### src/rtl/vec_mem_seq_if.sv
// -----------------------------------------------------------------------------
// vec_mem_if
// Memory beat bus between the vector memory sequencer and the memory port.
//   mem_addr   master->slave  beat byte address
//   mem_wdata  master->slave  beat write data
//   mem_we     master->slave  write strobe
//   mem_re     master->slave  read strobe
//   mem_ready  slave->master  beat accepted / completed this cycle
//   mem_rdata  slave->master  read data, valid with mem_ready on a read beat
// -----------------------------------------------------------------------------
interface vec_mem_if;
    logic [31:0] mem_addr;
    logic [31:0] mem_wdata;
    logic        mem_we;
    logic        mem_re;
    logic        mem_ready;
    logic [31:0] mem_rdata;

    modport master (
        output mem_addr, mem_wdata, mem_we, mem_re,
        input  mem_ready, mem_rdata
    );

    modport slave (
        input  mem_addr, mem_wdata, mem_we, mem_re,
        output mem_ready, mem_rdata
    );
endinterface

### src/rtl/vec_mem_seq.sv
// -----------------------------------------------------------------------------
// vec_mem_seq
// Moves a 5-lane vector between the vector datapath and memory, one 32-bit
// beat per accepted memory cycle, at addresses base + STRIDE*lane.
//
// Optional feature macro: VEC_MEM_SEQ_LOAD_EN
//   defined   -> vector load (op=1) supported, rd_0..rd_4 capture read data
//   undefined -> store only; op ignored, mem_re and rd_0..rd_4 are 0
//
// Ports
//   clk               rising-edge clock
//   reset             synchronous active-low reset
//   start             request pulse, sampled only in IDLE
//   op                0 = store, 1 = load
//   base_addr         byte address of lane 0
//   wd_0..wd_4        lanes to store (snapshotted at start)
//   mem               memory beat bus (vec_mem_if.master)
//   rd_0..rd_4        loaded lanes
//   busy              transfer in progress (STORE/LOAD/DONE)
//   done              one-cycle completion pulse
//
// state | meaning
// ------+-----------------------------------------------
// IDLE  | waiting for start
// STORE | write beat idx, advance on mem_ready
// LOAD  | read beat idx, capture rd[idx] on mem_ready
// DONE  | one-cycle done pulse, back to IDLE
// -----------------------------------------------------------------------------
module vec_mem_seq #(
    parameter int unsigned STRIDE = 4
) (
    input  logic          clk,
    input  logic          reset,
    input  logic          start,
    input  logic          op,
    input  logic [31:0]   base_addr,
    input  logic [31:0]   wd_0,
    input  logic [31:0]   wd_1,
    input  logic [31:0]   wd_2,
    input  logic [31:0]   wd_3,
    input  logic [31:0]   wd_4,
    vec_mem_if.master     mem,
    output logic [31:0]   rd_0,
    output logic [31:0]   rd_1,
    output logic [31:0]   rd_2,
    output logic [31:0]   rd_3,
    output logic [31:0]   rd_4,
    output logic          busy,
    output logic          done
);

    typedef enum logic [1:0] {
        S_IDLE  = 2'd0,
        S_STORE = 2'd1,
`ifdef VEC_MEM_SEQ_LOAD_EN
        S_LOAD  = 2'd2,
`endif
        S_DONE  = 2'd3
    } state_t;

    state_t      state_q, state_d;
    logic [2:0]  idx_q, idx_d;
    logic [31:0] base_q;
    logic [31:0] lane_q [5];
    logic        cap_en;
    logic [31:0] beat_addr;

    // Address arithmetic wraps naturally at 2^32.
    assign beat_addr = base_q + (32'(STRIDE) * 32'(idx_q));

`ifdef VEC_MEM_SEQ_LOAD_EN
    logic [31:0] rd_q [5];
    logic        ld_en;
`else
    logic unused_inputs;
    assign unused_inputs = ^{op, mem.mem_rdata};
`endif

    always_ff @(posedge clk) begin
        if (!reset) begin
            state_q <= S_IDLE;
            idx_q   <= 3'd0;
            base_q  <= 32'd0;
            for (int i = 0; i < 5; i++) lane_q[i] <= 32'd0;
`ifdef VEC_MEM_SEQ_LOAD_EN
            for (int i = 0; i < 5; i++) rd_q[i] <= 32'd0;
`endif
        end else begin
            state_q <= state_d;
            idx_q   <= idx_d;
            if (cap_en) begin
                base_q    <= base_addr;
                lane_q[0] <= wd_0;
                lane_q[1] <= wd_1;
                lane_q[2] <= wd_2;
                lane_q[3] <= wd_3;
                lane_q[4] <= wd_4;
            end
`ifdef VEC_MEM_SEQ_LOAD_EN
            if (ld_en) rd_q[idx_q] <= mem.mem_rdata;
`endif
        end
    end

    always_comb begin
        state_d       = state_q;
        idx_d         = idx_q;
        cap_en        = 1'b0;
        busy          = 1'b1;
        done          = 1'b0;
        mem.mem_we    = 1'b0;
        mem.mem_re    = 1'b0;
        mem.mem_addr  = 32'd0;
        mem.mem_wdata = 32'd0;
`ifdef VEC_MEM_SEQ_LOAD_EN
        ld_en         = 1'b0;
`endif
        case (state_q)
            S_IDLE: begin
                busy = 1'b0;
                if (start) begin
                    cap_en = 1'b1;
                    idx_d  = 3'd0;
`ifdef VEC_MEM_SEQ_LOAD_EN
                    state_d = op ? S_LOAD : S_STORE;
`else
                    state_d = S_STORE;
`endif
                end
            end
            S_STORE: begin
                mem.mem_we    = 1'b1;
                mem.mem_addr  = beat_addr;
                mem.mem_wdata = lane_q[idx_q];
                if (mem.mem_ready) begin
                    if (idx_q == 3'd4) state_d = S_DONE;
                    else               idx_d   = idx_q + 3'd1;
                end
            end
`ifdef VEC_MEM_SEQ_LOAD_EN
            S_LOAD: begin
                mem.mem_re   = 1'b1;
                mem.mem_addr = beat_addr;
                if (mem.mem_ready) begin
                    ld_en = 1'b1;
                    if (idx_q == 3'd4) state_d = S_DONE;
                    else               idx_d   = idx_q + 3'd1;
                end
            end
`endif
            S_DONE: begin
                done    = 1'b1;
                idx_d   = 3'd0;
                state_d = S_IDLE;
            end
            default: begin
                state_d = S_IDLE;
                idx_d   = 3'd0;
            end
        endcase
    end

`ifdef VEC_MEM_SEQ_LOAD_EN
    assign rd_0 = rd_q[0];
    assign rd_1 = rd_q[1];
    assign rd_2 = rd_q[2];
    assign rd_3 = rd_q[3];
    assign rd_4 = rd_q[4];
`else
    assign rd_0 = 32'd0;
    assign rd_1 = 32'd0;
    assign rd_2 = 32'd0;
    assign rd_3 = 32'd0;
    assign rd_4 = 32'd0;
`endif

endmodule

### src/flat_wrapper.sv
// flat-port wrapper written by rule: the top's interface ports become plain ports
module vec_mem_seq_flat 
#(
    parameter int unsigned STRIDE = 4
)
  (clk, reset, start, op, base_addr, wd_0, wd_1, wd_2, wd_3, wd_4, rd_0, rd_1, rd_2, rd_3, rd_4, busy, done, mem_mem_addr, mem_mem_wdata, mem_mem_we, mem_mem_re, mem_mem_ready, mem_mem_rdata);
  vec_mem_if mem_i ();
  input  logic clk;
  input  logic reset;
  input  logic start;
  input  logic op;
  input  logic [31:0] base_addr;
  input  logic [31:0] wd_0;
  input  logic [31:0] wd_1;
  input  logic [31:0] wd_2;
  input  logic [31:0] wd_3;
  input  logic [31:0] wd_4;
  output logic [31:0] rd_0;
  output logic [31:0] rd_1;
  output logic [31:0] rd_2;
  output logic [31:0] rd_3;
  output logic [31:0] rd_4;
  output logic busy;
  output logic done;
  output wire logic [$bits(mem_i.mem_addr)-1:0] mem_mem_addr;
  output wire logic [$bits(mem_i.mem_wdata)-1:0] mem_mem_wdata;
  output wire logic [$bits(mem_i.mem_we)-1:0] mem_mem_we;
  output wire logic [$bits(mem_i.mem_re)-1:0] mem_mem_re;
  input wire logic [$bits(mem_i.mem_ready)-1:0] mem_mem_ready;
  input wire logic [$bits(mem_i.mem_rdata)-1:0] mem_mem_rdata;
  assign mem_mem_addr = mem_i.mem_addr;
  assign mem_mem_wdata = mem_i.mem_wdata;
  assign mem_mem_we = mem_i.mem_we;
  assign mem_mem_re = mem_i.mem_re;
  assign mem_i.mem_ready = mem_mem_ready;
  assign mem_i.mem_rdata = mem_mem_rdata;
  vec_mem_seq #(.STRIDE(STRIDE)) u_core (.clk(clk), .reset(reset), .start(start), .op(op), .base_addr(base_addr), .wd_0(wd_0), .wd_1(wd_1), .wd_2(wd_2), .wd_3(wd_3), .wd_4(wd_4), .mem(mem_i), .rd_0(rd_0), .rd_1(rd_1), .rd_2(rd_2), .rd_3(rd_3), .rd_4(rd_4), .busy(busy), .done(done));
endmodule
### config.mk
export PLATFORM = sky130hd
export DESIGN_NAME = vec_mem_seq_flat
export DESIGN_NICKNAME = d
export VERILOG_FILES = /design/src/rtl/vec_mem_seq_if.sv /design/src/rtl/vec_mem_seq.sv /design/src/flat_wrapper.sv
export SDC_FILE = /design/constraint.sdc
export NUM_CORES = 1
export LEC_CHECK = 0
export ABC_AREA = 0
export CAP_MARGIN = 5
export CELL_PAD_IN_SITES_DETAIL_PLACEMENT = 2
export CELL_PAD_IN_SITES_GLOBAL_PLACEMENT = 2
export CORE_MARGIN = 1.5
export CORE_UTILIZATION = 28
export DETAILED_ROUTE_END_ITERATION = 10
export PLACE_DENSITY_LB_ADDON = 0.1
export SLEW_MARGIN = 40
export SYNTH_ARGS = -nofsm -noshare
export SYNTH_HDL_FRONTEND = slang
export SYNTH_SLANG_ARGS = --single-unit
export TNS_END_PERCENT = 10
### constraint.sdc
create_clock -name clk -period 8.32 [get_ports clk]
set_input_delay 1.664 -clock clk [delete_from_list [all_inputs] [get_ports clk]]
set_output_delay 1.664 -clock clk [all_outputs]
set_load 0.01 [all_outputs]
==> results of run 1 <==
[critical path, cell delays in order, from the launching register on]
cell	delay, ps
dfxtp_1	400
ha_1	200
inv_1	50
fa_1	380
nor2b_1	330
o21ai_0	370
buf_4	300
or3_2	440
a21oi_1	240
clkdlybuf4s50_1	580
[cell usage in the layout, fill, tap and decap left out, drive strengths merged, types with 6 or more instances in the layout]
| master | instances |
|---|---|
| a22o | 26 |
| edfxtp | 160 |
| dfxtp | 40 |
| mux4 | 32 |
| o31ai | 7 |
| a21oi | 13 |
| clkbuf | 17 |
| nand3 | 8 |
| clkdlybuf4s50 | 262 |
| inv | 18 |
| nor2 | 49 |
| clkinv | 6 |
| mux2i | 37 |
| nand2 | 25 |
| and2 | 164 |
| buf | 8 |
| nand2b | 6 |
| conb | 161 |
| o21ai | 14 |
[power groups by stage]
stage / Clock (mW) / Combinational (mW) / Sequential [mW]
floorplan: 0 / 0.213 / 1.21
global placement: 0 / 0.313 / 1.21
detailed placement: 0 / 0.316 / 1.21
CTS: 0.850 / 0.318 / 1.19
global route: 0.883 / 0.344 / 1.20
finish: 0.813 / 0.312 / 1.19
[layout make-up]
class,count,area share (%)
Antenna cell,2,0.0366
Clock buffer,17,3.11
Clock inverter,15,1.01
Inverter,13,0.412
Multi-Input combinational cell,613,30.0
Sequential cell,200,41.1
Tap cell,504,4.62
Timing Repair Buffer,270,19.8
[cells in the mapped netlist (4+ instances only)]
| cell | n |
|---|---|
| nand3_1 | 8 |
| o31ai_1 | 7 |
| nor2_1 | 49 |
| and4_1 | 5 |
| a22o_1 | 26 |
| a41o_1 | 4 |
| ha_1 | 5 |
| buf_4 | 163 |
| edfxtp_1 | 160 |
| clkbuf_1 | 30 |
| a21oi_1 | 13 |
| nand2b_1 | 6 |
| o21ai_0 | 14 |
| or3_1 | 4 |
| nand2_1 | 25 |
| or4_1 | 5 |
| mux2i_1 | 37 |
| mux4_2 | 32 |
| and2_1 | 164 |
| nor4_1 | 4 |
| buf_1 | 7 |
| dfxtp_1 | 40 |
| a31oi_1 | 4 |
| xnor2_1 | 5 |
| inv_1 | 13 |
[per-stage QoR]
| stage | power, mW | util (%) | std cells | instance area, um^2 | hold WS, ps |
|---|---|---|---|---|---|
| after global routing | 2.43 | 37.0 | 1634 | 13700 | 506 |
| final | 2.32 | 37.0 | 1634 | 13700 | 482 |
| after global placement | 1.52 | 35.4 | 1599 | 13100 | 456 |
| after CTS | 2.36 | 37.0 | 1631 | 13600 | 479 |
| after detailed placement | 1.53 | 35.4 | 1599 | 13100 | 460 |
| after floorplan | 1.42 | - | 1033 | 11100 | 441 |
[logic make-up (layout without fill, tap and decap cells)]
kind of cell,Yosys count,count (layout)
muxes,69,69
AOI/OAI and AO/OA,78,78
DFF,200,200
buffers and inverters,220,315
xor gates and xnor gates,8,8
adders and majority gates,6,6
and+or+nand+nor,291,291
other,1,163
[sequential cells by signal, summed over array words and instances, names as in the netlist, named ones only]
name / flops
u_core.lane_q: 160
u_core.base_q: 32
u_core.idx_q: 3
u_core.state_q: 2
[routing by layer]
layer / vias to the layer above / global-route usage (%) / share of wire [%]
met4: 12 / 4.50 / 1.4
met2: 229 / 25.8 / 50
met3: 32 / 5.60 / 7.3
met1: 3341 / 18.2 / 41
li1: 3241 / - / -
met5: - / 0 / 0.28
[worst max path at each step]
| stage | slack (ps) | startpoint | endpoint |
|---|---|---|---|
| 2_1_floorplan | 2770 | reset | u_core.lane_q[0][0]$_SDFFCE_PN0P_ |
| 3_3_place_gp | 3420 | u_core.idx_q[0]$_SDFFE_PN0P_ | mem_mem_addr[20] |
| 3_5_place_dp | 3390 | u_core.idx_q[0]$_SDFFE_PN0P_ | mem_mem_addr[18] |
| 4_1_cts | 2900 | u_core.idx_q[0]$_SDFFE_PN0P_ | mem_mem_addr[18] |
| 5_1_grt | 2730 | u_core.idx_q[0]$_SDFFE_PN0P_ | mem_mem_addr[18] |
| 6_report | 2910 | u_core.idx_q[0]$_SDFFE_PN0P_ | mem_mem_addr[16] |
==> impl_metrics.ini, run 1 <==
[run_status]
status = finished clean

[synthesis]
synth_seq_cells = 200
netlist_area_um2 = 10500
synth-compound-area-share_pct = 5.28
netlist.area_leader.share_pct = 45.6
yosysTopAreaCell = edfxtp_1
async_reset_ff_share_pct = 0
syn_avg_cell_area_um2 = 12.1
ys_seq_area_share_pct = 53.2
postSynthCellCount = 873
synthMuxAreaShare_pct = 10.4
synth_cell_types = 50
yosys.area_share.simple_pct = 15.8
synthXorXnorAreaFrac_pct = 0.665
synth_top_family_by_area = simple AND/OR/NAND/NOR gates
yosys.area_share.adder_pct = 0.783
ys.flop_type = edfxtp_1
synthTopCellsByArea = edfxtp_1, buf_4, and2_1
yosysWarnings = 0
synth_edf_count = 160

[critical_path]
crit_required_ps = 6660
cp.arrival_ps = 3740
critical_path_class = reg -> out
r2r_end = u_core.lane_q[3][6]$_SDFFCE_PN0P_
end_kind = output port
critPathLaunchType = flop
timing.rr.start = u_core.state_q[0]$_SDFFE_PN0P_
r2r_slack_ps = 5570
cp_max_fo = 9
reg2regPathDepth = 5

[place]
dpl.hpwl_um = 21200
io_buffers = 262
preCtsSetupSlack_ps = 3390
place.gp.congestion = 0.738

[cells_and_area]
multiInputGateArea_um2 = 4090
fillerInstances = 3910
layout-drive-gt1-share_pct = 7.54
nets = 1350
regArea_um2 = 5610
syn2layout_area_growth_pct = 29.6

[grt]
grt-ovfl-total = 0
grtUsageTotal_pct = 15.3
grt_pass1_wl_um = 43600
grt_pass1_vias = 7006
antenna_found_initial = 9
grt_max_degree = 135

[clock_tree]
clk_latency_ps = 450
tritoncts = done
holdBufCountCts = 0
cts_resized = 0
cts-buffers-inserted = 17
clock-root-buffer = clkbuf_16
h-tree-depth = 4
clkTransAtPathRegs_ps = 80
clockBufferDepth = 2
cts_post_setup_buffers_inserted = 0
clock-sinks = 200

[die]
start_util_pct = 28.6
die_y_um = 197
rows = 70
die_area_um2 = 38800
num_io_pins = 457
core-area_um2 = 36900
die_w_um = 197

[pwr]
vdd_drop_max_mv = 0.128
p_comb_share_pct = 13.5
p_sw_uw = 598
sequentialPowerShare_pct = 51.4
p_leak_nw = 5.08
power_frac_clock_pct = 35.1
p_per_area_nw_per_um2 = 170
switching_share_pct = 25.8
internal-power_mw = 1.72

[sta]
layout_setup_ws_ps = 2910
min_period_ps = 5410
setup_violations = 0
fmax_mhz = 185
worst_slew_pin_slew_ps = 858
fin_skew_ps = 10.8
rsz0062_at_grt = no
drv_slew = 0
finalHoldViolCount = 0
maxSlewHeadroom_pct = 42.2
setup_tns_ps = 0
min_period_over_period_pct = 65.0

[worst_hold_path]
hp-start = u_core.base_q[1]$_SDFFE_PN0P_
min_to = u_core.base_q[1]$_SDFFE_PN0P_
hp-class = reg -> reg
min_path_cells = 1

[detailed_routing]
routed_wl_um = 29800
drc = 0
first_pass_iters = 4
viasPerCell = 4.20
avgRoutedWirePerCell_um = 18.2
drt_iter0_drc = 219
ant_nets = 0
num_vias = 6855

[job]
maxCapViolCount = 0
Power figures use the tool's default switching activity.
==> inputs of run 2 (changes only) <==
Settings changed: CORE_UTILIZATION 28 to 24.
Clock period 8.32 ns to 4.75 ns, I/O delays scaled along.
==> run 2 against run 1 <==
Effect of this change:
- clock skew up 0.74 ps
- power up 78%
- wire length up 5.9%
- combinational power increased by 79%
- first-iteration DRC count is 16% higher
- utilization down 4.9 points
- critical path type unchanged
- critical endpoint is now mem_mem_addr[30]
- largest power group unchanged
- highest routed layer unchanged
==> impl_metrics.ini, run 2 (synthesis results as in run 1) <==
[cells_and_area]
final_common_cell = clkdlybuf4s50_1
largestRegisters = u_core.lane_q (160), u_core.base_q (32), u_core.idx_q (3)
final_core_util_pct = 32.1
final_cell_mix = clkdlybuf4s50_1, and2_1, conb_1
largest_reg_flops = 160
syn2layout_area_growth_pct = 31.6
top_register = u_core.lane_q
layout-drive-gt1-share_pct = 7.85
nets = 1356

[detailed_routing]
drt_iter0_drc = 254
drc = 0
avgRoutedWirePerCell_um = 18.3
first_pass_iters = 4
routed_wl_um = 31500
viasPerCell = 4.02
num_vias = 6913
ant_nets = 0

[critical_path]
worst-path-stages = 10
cp.arrival_ps = 3220
cp_slowest_stage_delay_ps = 560
reg2regPathDepth = 5
critPathBufInv = 4
critical_path_class = reg -> out
cp_top_family = buffers and inverters
crit_required_ps = 3800
critPathLaunchType = flop
end_kind = output port
cp_max_fo = 15
crit_top_cell = buf_4
path_cells = ha_1 > inv_1 > fa_1 > nor2b_1 > buf_4 > o21ai_0 > buf_4 > nor4_1 > mux2i_1 > clkdlybuf4s50_1
cp_slowest_cell = clkdlybuf4s50_1

[sta]
finalHoldViolCount = 0
min_period_over_period_pct = 87.9
fmax_mhz = 240
maxSlewHeadroom_pct = 46.0
setup_tns_ps = 0
worst_slew_pin_slew_ps = 809
rsz0062_at_grt = no
setup_violations = 0
drv_slew = 0
fin_skew_ps = 11.6
min_period_ps = 4170

[clock_tree]
cts_post_setup_buffers_inserted = 0
clock-sinks = 200
clk_latency_ps = 450
clock-root-buffer = clkbuf_16
cts-buffers-inserted = 17
cts_resized = 0
clockBufferDepth = 2
h-tree-depth = 4
clkTransAtPathRegs_ps = 70
holdBufCountCts = 0
tritoncts = done

[die]
rows = 76
die_w_um = 213
start_util_pct = 24.4
num_io_pins = 457
die_area_um2 = 45200
core-area_um2 = 43200
die_y_um = 213

[grt]
grt-ovfl-total = 0
grtUsageTotal_pct = 13.9
antenna_found_initial = 15
grt_max_degree = 95
grt_pass1_wl_um = 45900
grt_pass1_vias = 7255

[pwr]
p_per_area_nw_per_um2 = 298
vdd_drop_max_mv = 0.208
p_leak_nw = 5.14
p_total_mw = 4.13

[place]
place.gp.congestion = 0.747
io_buffers = 262
dpl.hpwl_um = 22800

[job]
maxCapViolCount = 0

[worst_hold_path]
hp-class = reg -> reg
min_path_cells = 1

[run_status]
status = finished clean
run 2: where the power goes:
| part | switching (mW) | leakage, nW | internal, mW |
|---|---|---|---|
| logic | 0.266 | 2.81 | 0.293 |
| clock network | 0.703 | 0.276 | 0.781 |
| registers | 0.0563 | 2.05 | 2.03 |
run 2: stage by stage:
step / cell area (um^2) / hold WS [ps] / instances / setup slack (ps)
floorplan: 11100 / 441 / 1033 / 277
global placement: 13200 / 453 / 1685 / 969
detailed placement: 13300 / 465 / 1686 / 1000
CTS: 13800 / 485 / 1718 / 474
global route: 13900 / 502 / 1719 / 304
finish: 13900 / 480 / 1721 / 576
run 2: path summary, 6_finish.rpt:
kind                                  startpoint                            endpoint  slack, ps
setup / recovery    u_core.idx_q[0]$_SDFFE_PN0P_                    mem_mem_addr[30]        580
hold / removal     u_core.base_q[1]$_SDFFE_PN0P_       u_core.base_q[1]$_SDFFE_PN0P_        480
setup reg to reg  u_core.state_q[0]$_SDFFE_PN0P_  u_core.lane_q[4][13]$_SDFFCE_PN0P_       2600
hold reg to reg    u_core.base_q[1]$_SDFFE_PN0P_       u_core.base_q[1]$_SDFFE_PN0P_        480
run 2: layout make-up:
cell class                 count  area, um^2
tap                          585         732
clock buffer                  18         429
inverter                      13        52.6
fill                        4713       29300
clock inverter                14         151
multi-input combinational    613        4090
sequential                   200        5610
timing repair buffer         276        2800
antenna                        2        5.00
run 2: routing by layer:
layer | share of wire, % | global-route usage [%]
met1 | 42 | 16.9
met5 | 0.44 | 0
met3 | 7.4 | 5.20
met2 | 49 | 23.0
met4 | 1.4 | 3.96
